[src/rtl/thermo_pkg.sv]
// Shared types for the thermometer-code decoder.
// With THERMO_BUBBLE_CHECK_EN defined, each buffer entry also carries an err_bubble bit.
package thermo_pkg;

   localparam int FRAME_LEN_DEF = 256;

   typedef enum logic {IDLE, COLLECT} state_e;

   typedef struct packed {
      logic [7:0] data;
      logic       err_zero;
`ifdef THERMO_BUBBLE_CHECK_EN
      logic       err_bubble;
`endif
   } entry_t;

endpackage

[src/rtl/thermo_decode_if.sv]
// Comparator-stream input and recovered-sample output bundle of thermo_decode.
interface thermo_decode_if;
   logic       in_bit;
   logic       in_valid;
   logic       frame_sync;
   logic [7:0] data_out;
   logic       out_valid;
   logic       out_ready;
   logic       err_zero;
   logic       err_bubble;
   logic       overflow;

   modport master (
      output in_bit, in_valid, frame_sync, out_ready,
      input  data_out, out_valid, err_zero, err_bubble, overflow
   );

   modport slave (
      input  in_bit, in_valid, frame_sync, out_ready,
      output data_out, out_valid, err_zero, err_bubble, overflow
   );
endinterface

[src/rtl/thermo_out_fifo.sv]
// Two-entry registered result FIFO.
// A push that finds the FIFO full with no pop in the same cycle is dropped, and a sticky flag records the loss.
module thermo_out_fifo
   import thermo_pkg::*;
(
   input  logic   clk_i,
   input  logic   rst_i,
   input  logic   push_i,
   input  entry_t push_data_i,
   input  logic   pop_i,
   output entry_t head_o,
   output logic   empty_o,
   output logic   overflow_o
);
   entry_t     mem_q [2];
   logic       wr_ptr_q, rd_ptr_q, ovf_q;
   logic [1:0] cnt_q, cnt_d;
   logic       full, do_push, do_pop;

   assign full       = (cnt_q == 2'd2);
   assign empty_o    = (cnt_q == 2'd0);
   assign do_pop     = pop_i && !empty_o;
   // A pop in the same cycle frees the slot, so a push into a full FIFO still lands.
   assign do_push    = push_i && (!full || do_pop);
   assign cnt_d      = cnt_q + {1'b0, do_push} - {1'b0, do_pop};
   assign head_o     = mem_q[rd_ptr_q];
   assign overflow_o = ovf_q;

   always_ff @(posedge clk_i) begin
      if (rst_i) begin
         mem_q[0] <= '0;
         mem_q[1] <= '0;
         wr_ptr_q <= 1'b0;
         rd_ptr_q <= 1'b0;
         cnt_q    <= 2'd0;
         ovf_q    <= 1'b0;
      end else begin
         if (do_push) begin
            mem_q[wr_ptr_q] <= push_data_i;
            wr_ptr_q        <= ~wr_ptr_q;
         end
         if (do_pop) rd_ptr_q <= ~rd_ptr_q;
         if (push_i && !do_push) ovf_q <= 1'b1;
         cnt_q <= cnt_d;
      end
   end
endmodule

[src/rtl/thermo_decode.sv]
// Counts the ones in each comparator frame to recover the 8-bit sample, then queues it for the consumer.
// With THERMO_BUBBLE_CHECK_EN defined, the decoder also flags any 0->1 transition inside a frame.
module thermo_decode
   import thermo_pkg::*;
#(
   parameter int FRAME_LEN = FRAME_LEN_DEF,
   parameter int CNT_W     = $clog2(FRAME_LEN) + 1
) (
   input logic            CLK100MHZ,
   input logic            reset,
   thermo_decode_if.slave bus
);
   localparam logic [CNT_W-1:0] LAST = CNT_W'(FRAME_LEN - 1);

   state_e           state_q;
   logic [CNT_W-1:0] bit_idx_q, ones_q, ones_d;
   logic             restart, done, pop, empty;
   entry_t           ent_d, head;

`ifdef THERMO_BUBBLE_CHECK_EN
   logic prev_q, bubble_q, bubble_d;
   assign bubble_d = bubble_q | (~prev_q & bus.in_bit);
`endif

   // A sync bit always starts a new frame, even if a partial frame is still in progress.
   assign restart = bus.in_valid && bus.frame_sync;
   assign done    = bus.in_valid && !bus.frame_sync && (state_q == COLLECT) && (bit_idx_q == LAST);

   always_comb begin
      ones_d         = ones_q + CNT_W'(bus.in_bit);
      ent_d          = '0;
      ent_d.err_zero = (ones_d == '0);
      ent_d.data     = ent_d.err_zero ? 8'd0 : 8'(ones_d - CNT_W'(1));
`ifdef THERMO_BUBBLE_CHECK_EN
      ent_d.err_bubble = bubble_d;
`endif
   end

   always_ff @(posedge CLK100MHZ) begin
      if (reset) begin
         state_q   <= IDLE;
         bit_idx_q <= '0;
         ones_q    <= '0;
`ifdef THERMO_BUBBLE_CHECK_EN
         prev_q    <= 1'b0;
         bubble_q  <= 1'b0;
`endif
      end else if (restart) begin
         state_q   <= COLLECT;
         bit_idx_q <= CNT_W'(1);
         ones_q    <= CNT_W'(bus.in_bit);
`ifdef THERMO_BUBBLE_CHECK_EN
         prev_q    <= bus.in_bit;
         bubble_q  <= 1'b0;
`endif
      end else if (bus.in_valid && state_q == COLLECT) begin
         bit_idx_q <= bit_idx_q + CNT_W'(1);
         ones_q    <= ones_d;
         if (done) state_q <= IDLE;
`ifdef THERMO_BUBBLE_CHECK_EN
         prev_q    <= bus.in_bit;
         bubble_q  <= bubble_d;
`endif
      end
   end

   thermo_out_fifo u_fifo (
      .clk_i       (CLK100MHZ),
      .rst_i       (reset),
      .push_i      (done),
      .push_data_i (ent_d),
      .pop_i       (pop),
      .head_o      (head),
      .empty_o     (empty),
      .overflow_o  (bus.overflow)
   );

   assign pop           = bus.out_ready && !empty;
   assign bus.out_valid = !empty;
   assign bus.data_out  = empty ? 8'd0 : head.data;
   assign bus.err_zero  = !empty && head.err_zero;
`ifdef THERMO_BUBBLE_CHECK_EN
   assign bus.err_bubble = !empty && head.err_bubble;
`else
   assign bus.err_bubble = 1'b0;
`endif
endmodule

[src/flat_wrapper.sv]
// flat-port wrapper written by rule: the top's interface ports become plain ports
module thermo_decode_flat import thermo_pkg::*;
#(
   parameter int FRAME_LEN = FRAME_LEN_DEF,
   parameter int CNT_W     = $clog2(FRAME_LEN) + 1
)
  (CLK100MHZ, reset, bus_in_bit, bus_in_valid, bus_frame_sync, bus_out_ready, bus_data_out, bus_out_valid, bus_err_zero, bus_err_bubble, bus_overflow);
  thermo_decode_if bus_i ();
  input logic CLK100MHZ;
  input logic reset;
  input wire logic [$bits(bus_i.in_bit)-1:0] bus_in_bit;
  input wire logic [$bits(bus_i.in_valid)-1:0] bus_in_valid;
  input wire logic [$bits(bus_i.frame_sync)-1:0] bus_frame_sync;
  input wire logic [$bits(bus_i.out_ready)-1:0] bus_out_ready;
  output wire logic [$bits(bus_i.data_out)-1:0] bus_data_out;
  output wire logic [$bits(bus_i.out_valid)-1:0] bus_out_valid;
  output wire logic [$bits(bus_i.err_zero)-1:0] bus_err_zero;
  output wire logic [$bits(bus_i.err_bubble)-1:0] bus_err_bubble;
  output wire logic [$bits(bus_i.overflow)-1:0] bus_overflow;
  assign bus_i.in_bit = bus_in_bit;
  assign bus_i.in_valid = bus_in_valid;
  assign bus_i.frame_sync = bus_frame_sync;
  assign bus_i.out_ready = bus_out_ready;
  assign bus_data_out = bus_i.data_out;
  assign bus_out_valid = bus_i.out_valid;
  assign bus_err_zero = bus_i.err_zero;
  assign bus_err_bubble = bus_i.err_bubble;
  assign bus_overflow = bus_i.overflow;
  thermo_decode #(.FRAME_LEN(FRAME_LEN), .CNT_W(CNT_W)) u_core (.CLK100MHZ(CLK100MHZ), .reset(reset), .bus(bus_i));
endmodule
[config.mk]
export PLATFORM = sky130hd
export DESIGN_NAME = thermo_decode_flat
export DESIGN_NICKNAME = d
export VERILOG_FILES = /design/src/rtl/thermo_pkg.sv /design/src/rtl/thermo_decode_if.sv /design/src/rtl/thermo_out_fifo.sv /design/src/rtl/thermo_decode.sv /design/src/flat_wrapper.sv
export SDC_FILE = /design/constraint.sdc
export NUM_CORES = 1
export LEC_CHECK = 0
export BUFFER_PORTS_ARGS = -buffer_cell sky130_fd_sc_hd__buf_2
export CAP_MARGIN = 20
export CELL_PAD_IN_SITES_DETAIL_PLACEMENT = 0
export CELL_PAD_IN_SITES_GLOBAL_PLACEMENT = 1
export CORE_ASPECT_RATIO = 1.2
export CORE_MARGIN = 2
export CORE_UTILIZATION = 50
export CTS_BUF_LIST = sky130_fd_sc_hd__clkbuf_16
export CTS_CLUSTER_SIZE = 10
export DETAILED_ROUTE_END_ITERATION = 6
export HOLD_SLACK_MARGIN = 0.1
export PLACE_DENSITY_LB_ADDON = 0.1
export SKIP_CTS_REPAIR_TIMING = 1
export SYNTH_ARGS = -nofsm -noshare
export SYNTH_HDL_FRONTEND = slang
export SYNTH_HIERARCHICAL = 1
export SYNTH_SLANG_ARGS = --single-unit
export TNS_END_PERCENT = 10
[constraint.sdc]
create_clock -name CLK100MHZ -period 5.28 [get_ports CLK100MHZ]
set_input_delay 0.264 -clock CLK100MHZ [delete_from_list [all_inputs] [get_ports CLK100MHZ]]
set_output_delay 0.264 -clock CLK100MHZ [all_outputs]
set_load 0.01 [all_outputs]
Word-level counts from Yosys, hierarchy flattened
Memory sizes are Yosys's and may differ from the RTL's. A register that Yosys moved wholly into a read port is not among the register bits.
Cells that the tools add are included.

word-level totals
  register bits after elaboration = 24
  input port bits = 6
  output and inout port bits = 12
  RAM bits = 18
  memories = 1
  logic and storage cells = 60

operators by class
  add/subtract/negate cells = 5
  muxes and demuxes = 19
  bitwise operators = 2
  reductions and logical operators = 22
  eq/ne operators = 2

memories
  name                 depth  bits a word  read ports  clocked after memory_dff  wr ports  RTL line               text
  u_core.u_fifo.mem_q  2      9            1           1                         2         thermo_out_fifo.sv:15  entry_t mem_q [2];

operator list
  kind                 number
  $mux 1               16
  $mux 8               2
  $logic_and 1x1->1    10
  $add 9x1->9          1
  $add 9x1->9 const B  1
  $eq 9x8->1 const B   1
  $logic_not 9->1      1
  $mux 9               1
  $reduce_or 9->1      1
  $sub 8x1->8 const B  1
  $logic_not 1->1      4
  $reduce_bool 2->1    2
  $add 2x1->2          1
  $eq 2x2->1 const B   1
  $logic_not 2->1      1
  $not 1->1            2
  $reduce_and 2->1     1
  $reduce_or 2->1      1
  $sub 2x1->2          1
  $logic_or 1x1->1     1

Longest topological paths before layout
Gate-level depths: netlist of run 1.

  word-level depth = 11
  gate-level depth with buffers = 12
  depth with buffers taken out = 12

Hierarchy
The synthesis of run 1 kept the hierarchy.

modules (own cells, without submodules)
  module           times used  area an instance (um2)  sequential area each (um2)  cells each
  thermo_decode    1           1351.3                  380.4                       174
  thermo_out_fifo  1           1089.8                  660.6                       76

Least setup slack after synthesis of run 1
OpenSTA, ideal clock, no wires.

  path kind = reg-to-reg
  from = reg u_core.bit_idx_q[0]
  to = reg u_core.u_fifo.cnt_q[1]
  library setup time = 78 ps
  buffers on the path = 0
  cell stages (with the launch flop) = 13
  arrival = 2196 ps
  data required time = 5202 ps
  setup slack = 3006 ps
  period minus slack after synthesis = 2274 ps
  cells stage by stage = dfxtp_1 ha_1 nand3_1 nor2_1 ha_1 nor3b_1 nand2b_1 ha_1 inv_1 ha_1 xor2_1 and2_2 nor3_1

on the way
  word-level cells in the longest chain between the ends = 5

RTL lines
  item                    RTL line               text
  from (decl)             thermo_decode.sv:16    logic [CNT_W-1:0] bit_idx_q, ones_q, ones_d;
  from (signal assigned)  thermo_decode.sv:57    bit_idx_q <= bit_idx_q + CNT_W'(1);
  $eq 9x8->1              thermo_decode.sv:27    assign done = bus.in_valid && !bus.frame_sync && (state_q == COLLECT) && (bit_idx_q == LAST);
  $logic_and 1x1->1       thermo_decode.sv:27
  named net u_core.done   thermo_decode.sv:17    logic restart, done, pop, empty;
  $logic_and 1x1->1       thermo_out_fifo.sv:24  assign do_push = push_i && (!full || do_pop);
  $add 2x1->2             thermo_out_fifo.sv:25  assign cnt_d = cnt_q + {1'b0, do_push} - {1'b0, do_pop};
  $sub 2x1->2             thermo_out_fifo.sv:25
  to (signal assigned)    thermo_out_fifo.sv:44  cnt_q <= cnt_d;
  to (decl)               thermo_out_fifo.sv:17  logic [1:0] cnt_q, cnt_d;

The timed path passes the listed nets, and every way through them passes these cells.
A chain may end at the register's enable or synchronous reset.

Worst setup path after layout of run 1
Same ends and word-level chain as after synthesis.

==> results, run 1 <==
- The number of clock sinks is 43.
- In this run the mean area of a mapped cell was 9.76 µm².
- Of the total power, combinational logic draws 7.1%.
- Registers take 1040 µm².
- The share of the synthesized netlist area taken by xor and xnor gates is 8.61%.
- Cells with a size suffix above 1 make up 13.0% of the layout.
- The worst pin sits at a relative slew slack of 51.3%.
- The post-layout utilization of the core is 57.4%.
- The number of global-route vias before repair is 1457.
- The region available for standard cell placement spans 4660 µm².
- The die covers 5460 µm².
- Summed over all instances, the cell type with the most area after synthesis is edfxtp_1.
- The wire length on met3 is 118 µm.
- Entering global routing, the biggest net connects 17 pins.
- Setup violations remaining at the end of the flow were counted as 0.
- By area, the combinational part of the netlist is dominated by simple AND/OR/NAND/NOR gates.
- Dividing the detail-routed via count by the number of cells gives 5.08.
- The post-synthesis share of cell area spent on and, or, nand and nor gates is 26.8%.
- The number of slew-limit violations in the final report is 0.
- For the pin with the worst max-slew slack, the measured transition is 0.730 ns.
- Setup repair after global routing left no endpoint under its margin.
- The remaining global-route overflow is 0.
- The number of placement rows is 27.
- The worst path uses 48.9% of the clock period.
- The share of synthesized registers carrying an async set or reset is 0%.
- The multi-input combinational cells in the finished layout cover a total of 1290 µm².
- The starting density of the core is 52.4%.
- Routed signal wires occupy layers up through met4.
- Grouping stages by cell kind, the critical path spends the most delay in simple AND/OR/NAND/NOR gates.
- From left edge to right edge, the die measures 67.8 µm.
- The post-route minimum period is 2.58 ns.
- The layout-stage area growth over the synthesis result is 9.59%.
- The run finished with clean final reports.
- The total clock buffers created by CTS is 5.
- CTS built an H-tree with a depth of 2.
- In this run, the number of DRC markers left after iteration 0 of detailed routing was 40.
- The average wire per cell in the routed design is 12.1 µm.
- The standard cell area after detailed placement is 2510 µm².
- The number of different library cells used by synthesis comes to 48.
- The die is 80.5 µm tall.
- Cell internal power was estimated by the tool at 0.581 mW.
- In this run the remaining antenna-violating nets after routing total 0.
- The detailed placer's ending HPWL is 2.80 mm.
- Data arrives at the worst endpoint at 2.80 ns.
- The number of input and output port buffers inserted is 16.
- After routing the design area is 2680 µm².
- The final weighted congestion in routability-driven placement is 0.752.
- In this run, the clock network consumes 44.4% of the power.
- The path category of the worst min-delay check is input pin to flip-flop.
- In this run the power spent charging and discharging nets is 0.159 mW.
- In the synthesized netlist, the number of instances is 250.
- The final-layout fill cell count is 463.
- 18 I/O pins were placed.
- The repair_antennas step left the layout with diodes totalling 0.
- STA classifies the critical path startpoint as a flip-flop.
- The overall power is 0.740 mW.
- By count the netlist is led by nor2_1, dfxtp_1, and2_1.
- Counting along the longest clock path gives a buffer depth of 2.
- The clock insertion delay at the later pin of the skew report is 0.28 ns.
- The initial antenna violation count came to 0.
- The maximum fanout along the worst path is 4.
- At the end of the flow, the number of nets in the layout was 274.
- The net count after synthesis is 264.
- The count of flip-flops with a built-in enable after synthesis is 18.
- The maximum single-stage delay on the critical path is 0.44 ns.
- The cell that appears most often on the critical path is ha_1.
- The total routing resource utilization after global routing is 16.0%.
- In this run the cell area of the synthesized design comes to 2440 µm².
- The compound-gate portion of the synthesized area is 8.82%.
- The first-pass iteration count of the detailed router is 4.
- The leakage power is 1.01 nW.
- Traced cell by cell, the critical path runs through ha_1 > nand3_1 > nor2_1 > ha_1 > nor3b_1 > nand2b_1 > ha_1 > inv_1 > ha_1 > xor2_1 > and2_2 > nor3_1.
- The portion of total power attributed to sequential cells is 48.5%.
- In the synthesized netlist the dominant register cell turns out to be dfxtp_1.
- The clock arrives with 0.00758 ns of skew.
- The wire length on met1 is 1.81 mm.
- The post-synthesis register bit count is 43.
- Setup total negative slack on the finished layout was measured at 0 ns.
- For this run, design rule violations remaining after detail routing come to 0.
- In the post-synthesis netlist, the biggest area contributors are edfxtp_1, dfxtp_1, and2_1.
- The switching power share of the total is 21.4%.
- The top cell type's share of synthesized area is 22.1%.
- On the final layout, the worst hold slack is 0.253 ns.
- Data on the critical path is required at its endpoint by 5.49 ns.
- Clock-pin slew was measured on the worst setup and hold paths at 0.06 ns.
- The final layout contains routed wiring with a total length of 3.85 mm.
- The cell with the most instances after synthesis is nor2_1.
- The Yosys step of the flow raised 6 warnings.
- Across the run, the number of max-cap violations was 0.
- Across the VDD grid, the largest voltage drop is 0.148 mV.
- The standard cell with the maximum stage delay on the critical path is nor3b_1.
- The worst setup path is captured at a flip-flop.
- The vias after detailed routing is 1621.
- Of the post-synthesis cell area, the part taken by muxes is 4.56%.
- TritonCTS built the clock tree.
- The final-report hold violation count came to 0.
- The wire length on met2 is 1.86 mm.
- The power per standard cell area is 276 nW/µm².
- The synthesized-area fraction occupied by adder cells is 4.10%.
- Based on the critical path, the design can be clocked at up to 0.387 GHz.
- The first global-routing pass estimated 6.53 mm of wire.
- The number of buffer and inverter instances along the worst setup path is 1.
- After synthesis, flip-flops and latches occupy 42.6% of the total area.
- The library cell used as clock root buffer is clkbuf_16.
- By startpoint and endpoint, the worst setup path is classified as flip-flop to flip-flop.
## logic make-up after synthesis
family | count (synthesis)
adder cells (fa/ha/maj) | 8
multiplexers | 10
AO/OA/AOI/OAI | 32
AND/OR/NAND/NOR | 113
flip-flops | 43
other | 1
XOR/XNOR | 24
buffers and inverters | 19
## metal layers
| layer | vias to the layer above | global-route usage (%) |
|---|---|---|
| li1 | 880 | - |
| met1 | 718 | 18.7 |
| met2 | 16 | 26.6 |
| met3 | 7 | 4.62 |
| met4 | 0 | 7.20 |
| met5 | - | 0 |
## path summary, 6_finish.rpt
kind / from / end / slack (ns) / cells past startpoint
max: u_core/bit_idx_q[0]$_SDFFE_PP0P_ / u_core/u_fifo/cnt_q[1]$_SDFF_PP0_ / 2.70 / 12
min: bus_in_valid / u_core/ones_q[0]$_SDFFE_PP0P_ / 0.25 / 2
max reg2reg: u_core/bit_idx_q[0]$_SDFFE_PP0P_ / u_core/u_fifo/cnt_q[1]$_SDFF_PP0_ / 2.70 / 12
min reg2reg: u_core/u_fifo/overflow_o$_SDFFE_PP0P_ / u_core/u_fifo/overflow_o$_SDFFE_PP0P_ / 0.47 / 2
## sequential cells by signal, summed over array words and instances (netlist names), named ones only
| signal | cells |
|---|---|
| u_core/bit_idx_q | 9 |
| u_core/ones_q | 9 |
| u_core/state_q | 1 |
| u_core/u_fifo/cnt_q | 2 |
| u_core/u_fifo/mem_q | 18 |
| u_core/u_fifo/overflow_o | 1 |
| u_core/u_fifo/rd_ptr_q | 1 |
| u_core/u_fifo/wr_ptr_q | 1 |
## layout by cell type, fill, tap and decap left out, drive strengths merged, types with 3 or more instances in the layout
cell type and instances:
nand4 4, nor3 4, xor2 12, nor2b 12, or3 4, edfxtp 18
nand3 6, buf 16, dfxtp 25, o21ai 7, a211oi 3, a21oi 8
nor3b 3, ha 8, xnor2 12, inv 6, nand2 13, a21o 3
mux2 9, nor2 34, and2 22, clkbuf 6
## area by class of cell
class / instances / share of cell area, %
multi-input cells: 188 / 48.4
flip-flops and latches: 43 / 38.9
clock buffers: 6 / 5.61
repair buffers: 16 / 2.99
well taps: 58 / 2.71
inverters: 6 / 0.842
clock inverters: 2 / 0.514
## power groups by stage
| stage | Combinational, mW | Clock, mW | Sequential (mW) |
|---|---|---|---|
| 3_3_place_gp | 0.0530 | 0 | 0.365 |
| 3_5_place_dp | 0.0534 | 0 | 0.366 |
| 5_1_grt | 0.0611 | 0.347 | 0.359 |
| 6_report | 0.0529 | 0.328 | 0.358 |
| 4_1_cts | 0.0539 | 0.339 | 0.358 |
| 2_1_floorplan | 0.0438 | 0 | 0.364 |
## metrics by stage
stage          worst slack (ns)  cells
2_1_floorplan              3.01    250
3_3_place_gp               2.81    311
3_5_place_dp               2.71    311
4_1_cts                    2.68    319
5_1_grt                    2.32    319
6_report                   2.70    319
(Power assumes the default switching activity.)
==> run 2: changes to the inputs <==
--- a/config.mk
+++ b/config.mk
@@ -5,13 +5,14 @@
 export SDC_FILE = /design/constraint.sdc
 export NUM_CORES = 1
 export LEC_CHECK = 0
+export ABC_AREA = 1
 export BUFFER_PORTS_ARGS = -buffer_cell sky130_fd_sc_hd__buf_2
 export CAP_MARGIN = 20
 export CELL_PAD_IN_SITES_DETAIL_PLACEMENT = 0
 export CELL_PAD_IN_SITES_GLOBAL_PLACEMENT = 1
 export CORE_ASPECT_RATIO = 1.2
 export CORE_MARGIN = 2
-export CORE_UTILIZATION = 50
+export CORE_UTILIZATION = 44
 export CTS_BUF_LIST = sky130_fd_sc_hd__clkbuf_16
 export CTS_CLUSTER_SIZE = 10
 export DETAILED_ROUTE_END_ITERATION = 6
==> constraint.sdc (replaced) <==
create_clock -name CLK100MHZ -period 2.45 [get_ports CLK100MHZ]
set_input_delay 0.1225 -clock CLK100MHZ [delete_from_list [all_inputs] [get_ports CLK100MHZ]]
set_output_delay 0.1225 -clock CLK100MHZ [all_outputs]
set_load 0.01 [all_outputs]
==> results, run 2 <==
- The flow ran to the end, and the final reports show no timing, DRC or antenna violations.
- The core region is 5670 µm².
- After detailed routing, the average wire length per cell comes to 10.1 µm.
- For the worst setup path, the data required time is 2.63 ns.
- The path category of the worst min-delay check is input pin to flip-flop.
- The number of global-route vias before repair is 1895.
- TritonCTS built the clock tree.
- The summed instance area of the synthesized netlist is 2580 µm².
- Setup repair after global routing left no endpoint under its margin.
- Combinational logic burns 12.7% of the power.
- In the routed layout, each cell is associated on average with a via count of 4.45.
- The first routing iteration left 63 violations.
- The origin of the critical flop-to-flop path is u_core/bit_idx_q[0]$_SDFFE_PP0P_.
- The initial antenna violation count came to 0.
- Setup violations remaining at the end of the flow were counted as 0.
- The register bank with the most flops is u_core/u_fifo/mem_q.
- The portion of total power attributed to sequential cells is 48.2%.
- In this run the power density over the cells is 560 nW/µm².
- The maximum number of pins on one net before global-route repair is 20.
- The height of the die is 87.8 µm.
- The standard cell area after detailed placement is 2750 µm².
- The share of the Yosys chip area taken by registers is 40.4%.
- For this run, the number of Yosys warnings is 6.
- After synthesis, the netlist uses 31 different library cells.
- The internal portion of the total power is 1.21 mW.
- Across the routed clock network, the largest skew measured is 0.00620 ns.
- The total wire length is 4.52 mm.
- The remaining global-route overflow is 0.
- By area the synthesized netlist is led by edfxtp_1, dfxtp_1, inv_1.
- In this run the worst setup path terminates at u_core/u_fifo/cnt_q[1]$_SDFF_PP0_.
- The number of maximum-capacitance constraint violations is 0.
- Synthesis produced a netlist whose cell count is 347.
- For this run, design rule violations remaining after detail routing come to 0.
- Of the post-synthesis cell area, the dominant cell type holds 21.0%.
- The worst register-to-register path has a depth of 14.
- The maximum fanout along the worst path is 4.
- The net count reported at finish is 382.
- The clock share of power is 39.0%.
- The worst path meets setup with 0.284 ns of slack.
- The final-report hold violation count is 0.
- After clock tree synthesis, the clock-pin slew on the worst setup and hold paths is 0.06 ns.
- The number of clock buffers added by TritonCTS is 5.
- The first global-routing pass estimated 8.22 mm of wire.
- The largest area contributor in the netlist is edfxtp_1.
- The library cell used most frequently in the layout, excluding fill and tap cells, is inv_1.
- The largest registers in the layout are u_core/u_fifo/mem_q (18), u_core/bit_idx_q (9), u_core/ones_q (9).
- Counting flops with a built-in enable in the synthesized netlist gives 18.
- The number of clock sinks is 43.
- From synthesis to final layout, the design area changed by 12.3%.
- The number of placement rows is 30.
- The clock passes through at most 2 buffers.
- The I/O pin count is 18.
- The number of diodes added for antenna fixing is 0.
- The die is 73.9 µm wide.
- The first TritonRoute pass finished after 4 iterations.
- The total routing resource utilization after global routing is 16.2%.
- The cell with the most instances after synthesis is inv_1.
- The final route contains 1998 vias.
- The post-route standard cell area excluding fillers is 2890 µm².
- The detailed placer's ending HPWL is 3.55 mm.
- VDD sags by at most 0.294 mV.
- The worst setup path startpoint is u_core/bit_idx_q[0]$_SDFFE_PP0P_.
- Buffers placed on the I/O ports in this run total 16.
- The number of slew-limit violations in the final report is 0.
- The kind of end point of the critical path is a flip-flop.
- For the final routed database, the setup TNS stands at 0 ns.
- The final hold slack is 0.0927 ns.
- The net count after synthesis is 361.
- The library cell used as clock root buffer is clkbuf_16.
- The final cycle utilization of the critical path is 88.4%.
- The endpoint identified for the worst register-to-register timing path is u_core/u_fifo/cnt_q[1]$_SDFF_PP0_.
- Routability-driven placement finished with a final weighted congestion of 0.754.
- The die outline area is 6490 µm².
- The worst hold path startpoint is reset.
- In this run the remaining antenna-violating nets after routing total 0.
- For this run, asynchronously set or reset flops after synthesis account for 0%.
- The startpoint kind of the worst setup timing path is a flip-flop.
- At the worst endpoint, the arrival time is 2.34 ns.
- The register-to-register setup slack is 0.28 ns.
- For this run, the leading register cell type out of synthesis is dfxtp_1.
- Net switching is 25.3% of the power.
- The library cells used most frequently in the layout, excluding fill and tap cells, are inv_1, nand2_1, nor2_1.
- At the end of the flow the core is filled with cells to 51.1%.
- After synthesis, the most frequently instantiated cells are inv_1, nand2_1, nor2_1.
- Timing would allow up to 0.462 GHz.
- The post-route minimum period is 2.17 ns.
- The clock insertion delay at the later pin of the skew report is 0.28 ns.
- A synthesized cell averages 7.42 µm².
- For this configuration, the core starts out at a cell density of 45.5%.
- The worst setup path is of the flip-flop to flip-flop kind.
- The register with the most flip-flops in the layout has 18 of them.
- Summed over all nets, the switching power comes to 0.410 mW.
- Before CTS, the worst setup slack after placement is 0.263 ns.
- In the final layout, the share of cells above drive strength 1 is 21.7%.
- Summed over all cells, the static leakage comes to 1.38 nW.
- The H-tree generated during clock tree synthesis spans 2 levels.
- The synthesized design contains 43 register bits.
[run 2: cell count changes in the layout (fill, tap and decap cells not counted), moves of 11 or more]
cell,delta
nor2_2,+12
nand2_1,+49
inv_1,+65
nor2_1,+11
and2_1,-21
xnor2_1,-12
nor2b_1,-12
nand2_2,+13
[run 2: final cells by class]
| class | instances | area, µm² |
|---|---|---|
| inverter | 78 | 294 |
| multi-input combinational | 219 | 1200 |
| clock inverter | 3 | 15.0 |
| fill | 578 | 2770 |
| timing repair buffer | 21 | 118 |
| clock buffer | 5 | 125 |
| tap | 80 | 100 |
| sequential | 43 | 1040 |
[run 2: per-layer routing]
| layer | track usage [%] | up-vias | part of all wire [%] |
|---|---|---|---|
| met5 | 0 | - | 0 |
| met4 | 4.96 | 0 | 1.2 |
| met3 | 3.45 | 5 | 2.5 |
| met2 | 29.8 | 21 | 50 |
| met1 | 18.5 | 872 | 46 |
| li1 | - | 1100 | - |
[run 2: per-stage QoR]
stage,std cells,total power [mW]
after global routing,449,1.71
after detailed placement,441,1.01
after global placement,441,1.00
after floorplan,347,0.961
after CTS,449,1.65
final,449,1.62
[run 2: power by group through the flow]
stage          clock network, mW  registers (mW)  logic, mW
4_1_cts                    0.659           0.782      0.211
3_5_place_dp                   0           0.797      0.209
2_1_floorplan                  0           0.794      0.168
5_1_grt                    0.689           0.784      0.242
6_report                   0.633           0.782      0.206
3_3_place_gp                   0           0.796      0.206
[run 2: kinds of logic (layout without fill, tap and decap cells)]
kind of cell               Yosys count  after routing  synth area share, %
DFF                                 43             43                 40.4
muxes                                9              9                 3.93
other                                1              1                0.146
adders and majority gates            8              8                 3.89
xor gates and xnor gates             2              2                0.680
AOI/OAI and AO/OA                   34             34                 6.70
buffers and inverters               85            107                 13.0
and+or+nand+nor                    165            165                 31.3
[run 2: worst max-delay path, stage by stage (launching register included)]
cell and delay [ns]:
dfxtp_1 0.37, ha_1 0.19, nand3_1 0.12, nor3_1 0.16, ha_1 0.17, nand2_1 0.05
nor2_1 0.13, nand2_1 0.09, ha_1 0.28, inv_1 0.04, ha_1 0.18, inv_1 0.05
nand2_1 0.06, a21oi_1 0.13, nor2_1 0.06
[run 2: how the worst min path moves through the flow]
| stage | endpoint | cells past startpoint |
|---|---|---|
| after floorplan | u_core/u_fifo/overflow_o$_SDFFE_PP0P_ | 1 |
| after global placement | u_core/u_fifo/cnt_q[0]$_SDFF_PP0_ | 2 |
| after detailed placement | u_core/u_fifo/overflow_o$_SDFFE_PP0P_ | 2 |
| after CTS | u_core/u_fifo/overflow_o$_SDFFE_PP0P_ | 2 |
| after global routing | u_core/u_fifo/cnt_q[0]$_SDFF_PP0_ | 2 |
| final | u_core/u_fifo/overflow_o$_SDFFE_PP0P_ | 2 |
==> run 3: changes to the inputs <==
--- a/config.mk
+++ b/config.mk
@@ -12,8 +12,9 @@
 export CELL_PAD_IN_SITES_GLOBAL_PLACEMENT = 1
 export CORE_ASPECT_RATIO = 1.2
 export CORE_MARGIN = 2
-export CORE_UTILIZATION = 44
+export CORE_UTILIZATION = 43
 export CTS_BUF_LIST = sky130_fd_sc_hd__clkbuf_16
+export CTS_CLUSTER_DIAMETER = 200
 export CTS_CLUSTER_SIZE = 10
 export DETAILED_ROUTE_END_ITERATION = 6
 export HOLD_SLACK_MARGIN = 0.1
@@ -21,6 +22,5 @@
 export SKIP_CTS_REPAIR_TIMING = 1
 export SYNTH_ARGS = -nofsm -noshare
 export SYNTH_HDL_FRONTEND = slang
-export SYNTH_HIERARCHICAL = 1
 export SYNTH_SLANG_ARGS = --single-unit
 export TNS_END_PERCENT = 10
==> results, run 3 <==
- The flow ran to the end, and the final reports show no timing, DRC or antenna violations.
- Summing every instance area after synthesis gives 2270 µm².
- By count the netlist is led by nand2_1, inv_1, nor2_1.
- Counting flops per register, the top entry is u_core.u_fifo.mem_q.
- Data on the critical path is required at its endpoint by 2.67 ns.
- Routability-driven placement finished with a final weighted congestion of 0.749.
- The initial antenna violation count is 0.
- In this run the vertical extent of the chip is 83.6 µm.
- Counting buffers and inverters, the worst setup path is 16 cells deep.
- The clock slew at the register clock pins of the worst setup and hold paths is 0.06 ns.
- The number of nets with antenna violations after routing is 0.
- Compared with the post-synthesis result, the final layout area differs by 16.5%.
- The clock insertion delay at the later pin of the skew report is 0.28 ns.
- The clock drives 43 sinks.
- The number of input and output port buffers inserted is 16.
- The number of global-route vias before repair was 1747.
- The cell sitting at the root of the clock tree is a clkbuf_16.
- The critical path data arrival time is 2.41 ns.
- The maximum number of pins on one net before global-route repair is 16.
- The post-synthesis cell type count is 29.
- The analysis attributes to net switching a power of 0.486 mW.
- The kind of cell with the highest combined delay on the critical path is adder cells.
- The critical path class is flip-flop to flip-flop.
- The leakage power is 1.20 nW.
- The post-synthesis register bit count is 43.
- The synthesized design devotes to its leading area cell type 23.8% of total area.
- The net count reported at finish is 342.
- The power per standard cell area is 726 nW/µm².
- The die is 70.3 µm wide.
- STA classifies the critical path endpoint as a flip-flop.
- Counting stages on the worst path, the most repeated cell is nand2_1.
- The violation count after the first detailed-route iteration is 96.
- Of all cell types, the one taking the most synthesized area is edfxtp_1.
- Clock skew on the completed layout was measured at 0.00635 ns.
- After detailed routing, the number of remaining DRC violations is 0.
- The placed cell count is 383.
- The total wire length is 4.20 mm.
- In the synthesized netlist the dominant register cell turns out to be dfxtp_1.
- The area of the core is 5190 µm².
- Ranked by total cell area, the synthesized netlist is headed by edfxtp_1, dfxtp_1, nand2_1.
- After detailed routing, the number of vias per cell comes to 4.80.
- Cell internal power was estimated by the tool at 1.44 mW.
- In this run, flip-flops and latches consume 42.2% of the power.
- The wire length of the first global-routing pass is 7.71 mm.
- The final instance count without filler cells is 392.
- Traced cell by cell, the critical path runs through ha_2 > nand3_1 > nor4_2 > ha_1 > inv_1 > nor2_1 > nand2_1 > inv_2 > nand2_1 > inv_1 > nand2_1 > o21ai_0 > ha_1 > xor2_1 > o21ai_0 > a21oi_1.
- The post-route minimum period is 2.19 ns.
- The final hold slack is 0.146 ns.
- Detailed routing placed a total of 2.17 mm of wire on met2.
- The path category of the worst min-delay check is input pin to flip-flop.
- The detailed router put a total of 1.81 mm of wire on met1.
- The number of slew-limit violations in the final report was 0.
- The number of failing setup endpoints in the final timing report is 0.
- For this design, the slowest cell found on the critical path is dfxtp_1.
- The final cycle utilization of the critical path is 89.4%.
- The first-pass iteration count of the detailed router is 4.
- Counting every instance in the synthesized netlist gives 306.
- In the final timing run, aggregate negative setup slack is 0 ns.
- The maximum clock insertion buffer count is 2.
- The topmost layer with routed signal wires is met4.
- The number of diodes added for antenna fixing is 0.
- In the post-synthesis netlist, the cell with the most instances is nand2_1.
- The I/O pin count is 18.
- For this run, the total global-route usage over all layers was measured as 16.4%.
- Each instance of the synthesized netlist takes up on average 7.42 µm².
- The maximum fanout along the worst path is 4.
- The remaining global-route overflow is 0.
- Sequential cells were found to cover 45.8% of the synthesized design area.
- Max-cap violations in this run came to 0.
- The number of placement rows is 29.
- The net count after synthesis is 319.
- The routed layout has 1880 vias.
- Leaving out fill and tap cells, the most frequent cells in the layout are nand2_1, inv_1, nor2_1.
- The final-report hold violation count came to 0.
- The wire length on met3 is 145 µm.
- After synthesis, the share of flip-flops with an asynchronous set or reset is 0%.
- The largest registers in the layout are u_core.u_fifo.mem_q (18), u_core.bit_idx_q (9), u_core.ones_q (9).
- The number of instances on the worst hold path is 3.
- In this run the number of H-tree levels came out at 2.
- The clock network is responsible for 42.3% of the overall power.
- The achievable clock frequency is 0.457 GHz.
- The combinational group share of total power is 15.5%.
- The number of buffers and inverters on the critical path is 3.
- For this run, the slowest stage of the critical path takes 0.35 ns.
- Setup repair after global routing left no endpoint under its margin.
- The die covers 5880 µm².
- The design draws 1.92 mW.
- For this configuration, the core starts out at a cell density of 43.8%.
- TritonCTS built the clock tree.
- The number of clock buffers added by TritonCTS is 5.
- The count of flip-flops with a built-in enable after synthesis is 18.
- The worst setup path is launched from a flip-flop.
- The switching power share of the total is 25.3%.
- The number of flip-flops under the largest register name is 18.
- Of the cells placed in the final design, the portion with a size suffix greater than 1 is 14.2%.
- Across the VDD grid, the largest voltage drop is 0.396 mV.
- The total number of yosys warnings is 0.
- The average wire per cell in the routed design is 10.7 µm.
- The number of cells traversed by the worst register-to-register path is 16.
- The wire-length estimate of the detail-placed layout is 3.30 mm.
- The leading cell type in the layout, fill and taps excluded is nand2_1.
==> run 3: layout make-up <==
type / count / area [µm²]
fill: 537 / 2540
multi-input combinational: 213 / 1050
sequential: 43 / 1040
inverter: 44 / 165
clock buffer: 6 / 150
timing repair buffer: 22 / 128
tap: 62 / 77.6
clock inverter: 2 / 37.5
==> run 3: logic make-up (layout without fill, tap and decap cells) <==
family                   Yosys count  in the layout  synth area share, %
AND/OR/NAND/NOR                  152            152                 29.2
AO/OA/AOI/OAI                     51             51                 11.7
buffers and inverters             50             74                 8.48
flip-flops                        43             43                 45.8
adder cells (fa/ha/maj)            7              7                 3.86
XOR/XNOR                           2              2                0.771
other                              1              1                0.165
==> run 3: worst min-delay path, delay by kind of cell <==
family	cells	cell delay, ns
and+or+nand+nor	1	0.09
buffers and inverters	1	0.11
AOI/OAI and AO/OA	1	0.07
==> run 3: final timing paths <==
check,startpoint,end,slack (ns)
min,bus_in_bit,u_core.ones_q[0]$_SDFFE_PP0P_,0.15
max reg2reg,u_core.bit_idx_q[1]$_SDFFE_PP0P_,u_core.u_fifo.cnt_q[1]$_SDFF_PP0_,0.26
min reg2reg,u_core.bit_idx_q[5]$_SDFFE_PP0P_,u_core.bit_idx_q[5]$_SDFFE_PP0P_,0.45
max,u_core.bit_idx_q[1]$_SDFFE_PP0P_,u_core.u_fifo.cnt_q[1]$_SDFF_PP0_,0.26
==> run 3: power groups by stage <==
stage / clock network [mW] / logic (mW) / registers (mW)
2_1_floorplan: 0 / 0.219 / 0.813
3_3_place_gp: 0 / 0.299 / 0.825
3_5_place_dp: 0 / 0.302 / 0.826
4_1_cts: 0.826 / 0.303 / 0.810
5_1_grt: 0.859 / 0.350 / 0.817
6_report: 0.812 / 0.299 / 0.810
==> run 3: through the flow <==
step	area, µm²	setup slack [ns]	util (%)
floorplan	2270	0.295	-
global placement	2440	0.213	47.0
detailed placement	2440	0.0894	47.0
CTS	2630	0.0729	50.6
global route	2650	0.0195	51.0
finish	2650	0.260	51.0
==> run 3: per-layer routing <==
metal | track usage [%] | vias to the layer above
met3 | 3.62 | 7
met4 | 6.82 | 0
li1 | - | 1033
met5 | 0 | -
met2 | 28.6 | 27
met1 | 19.1 | 813
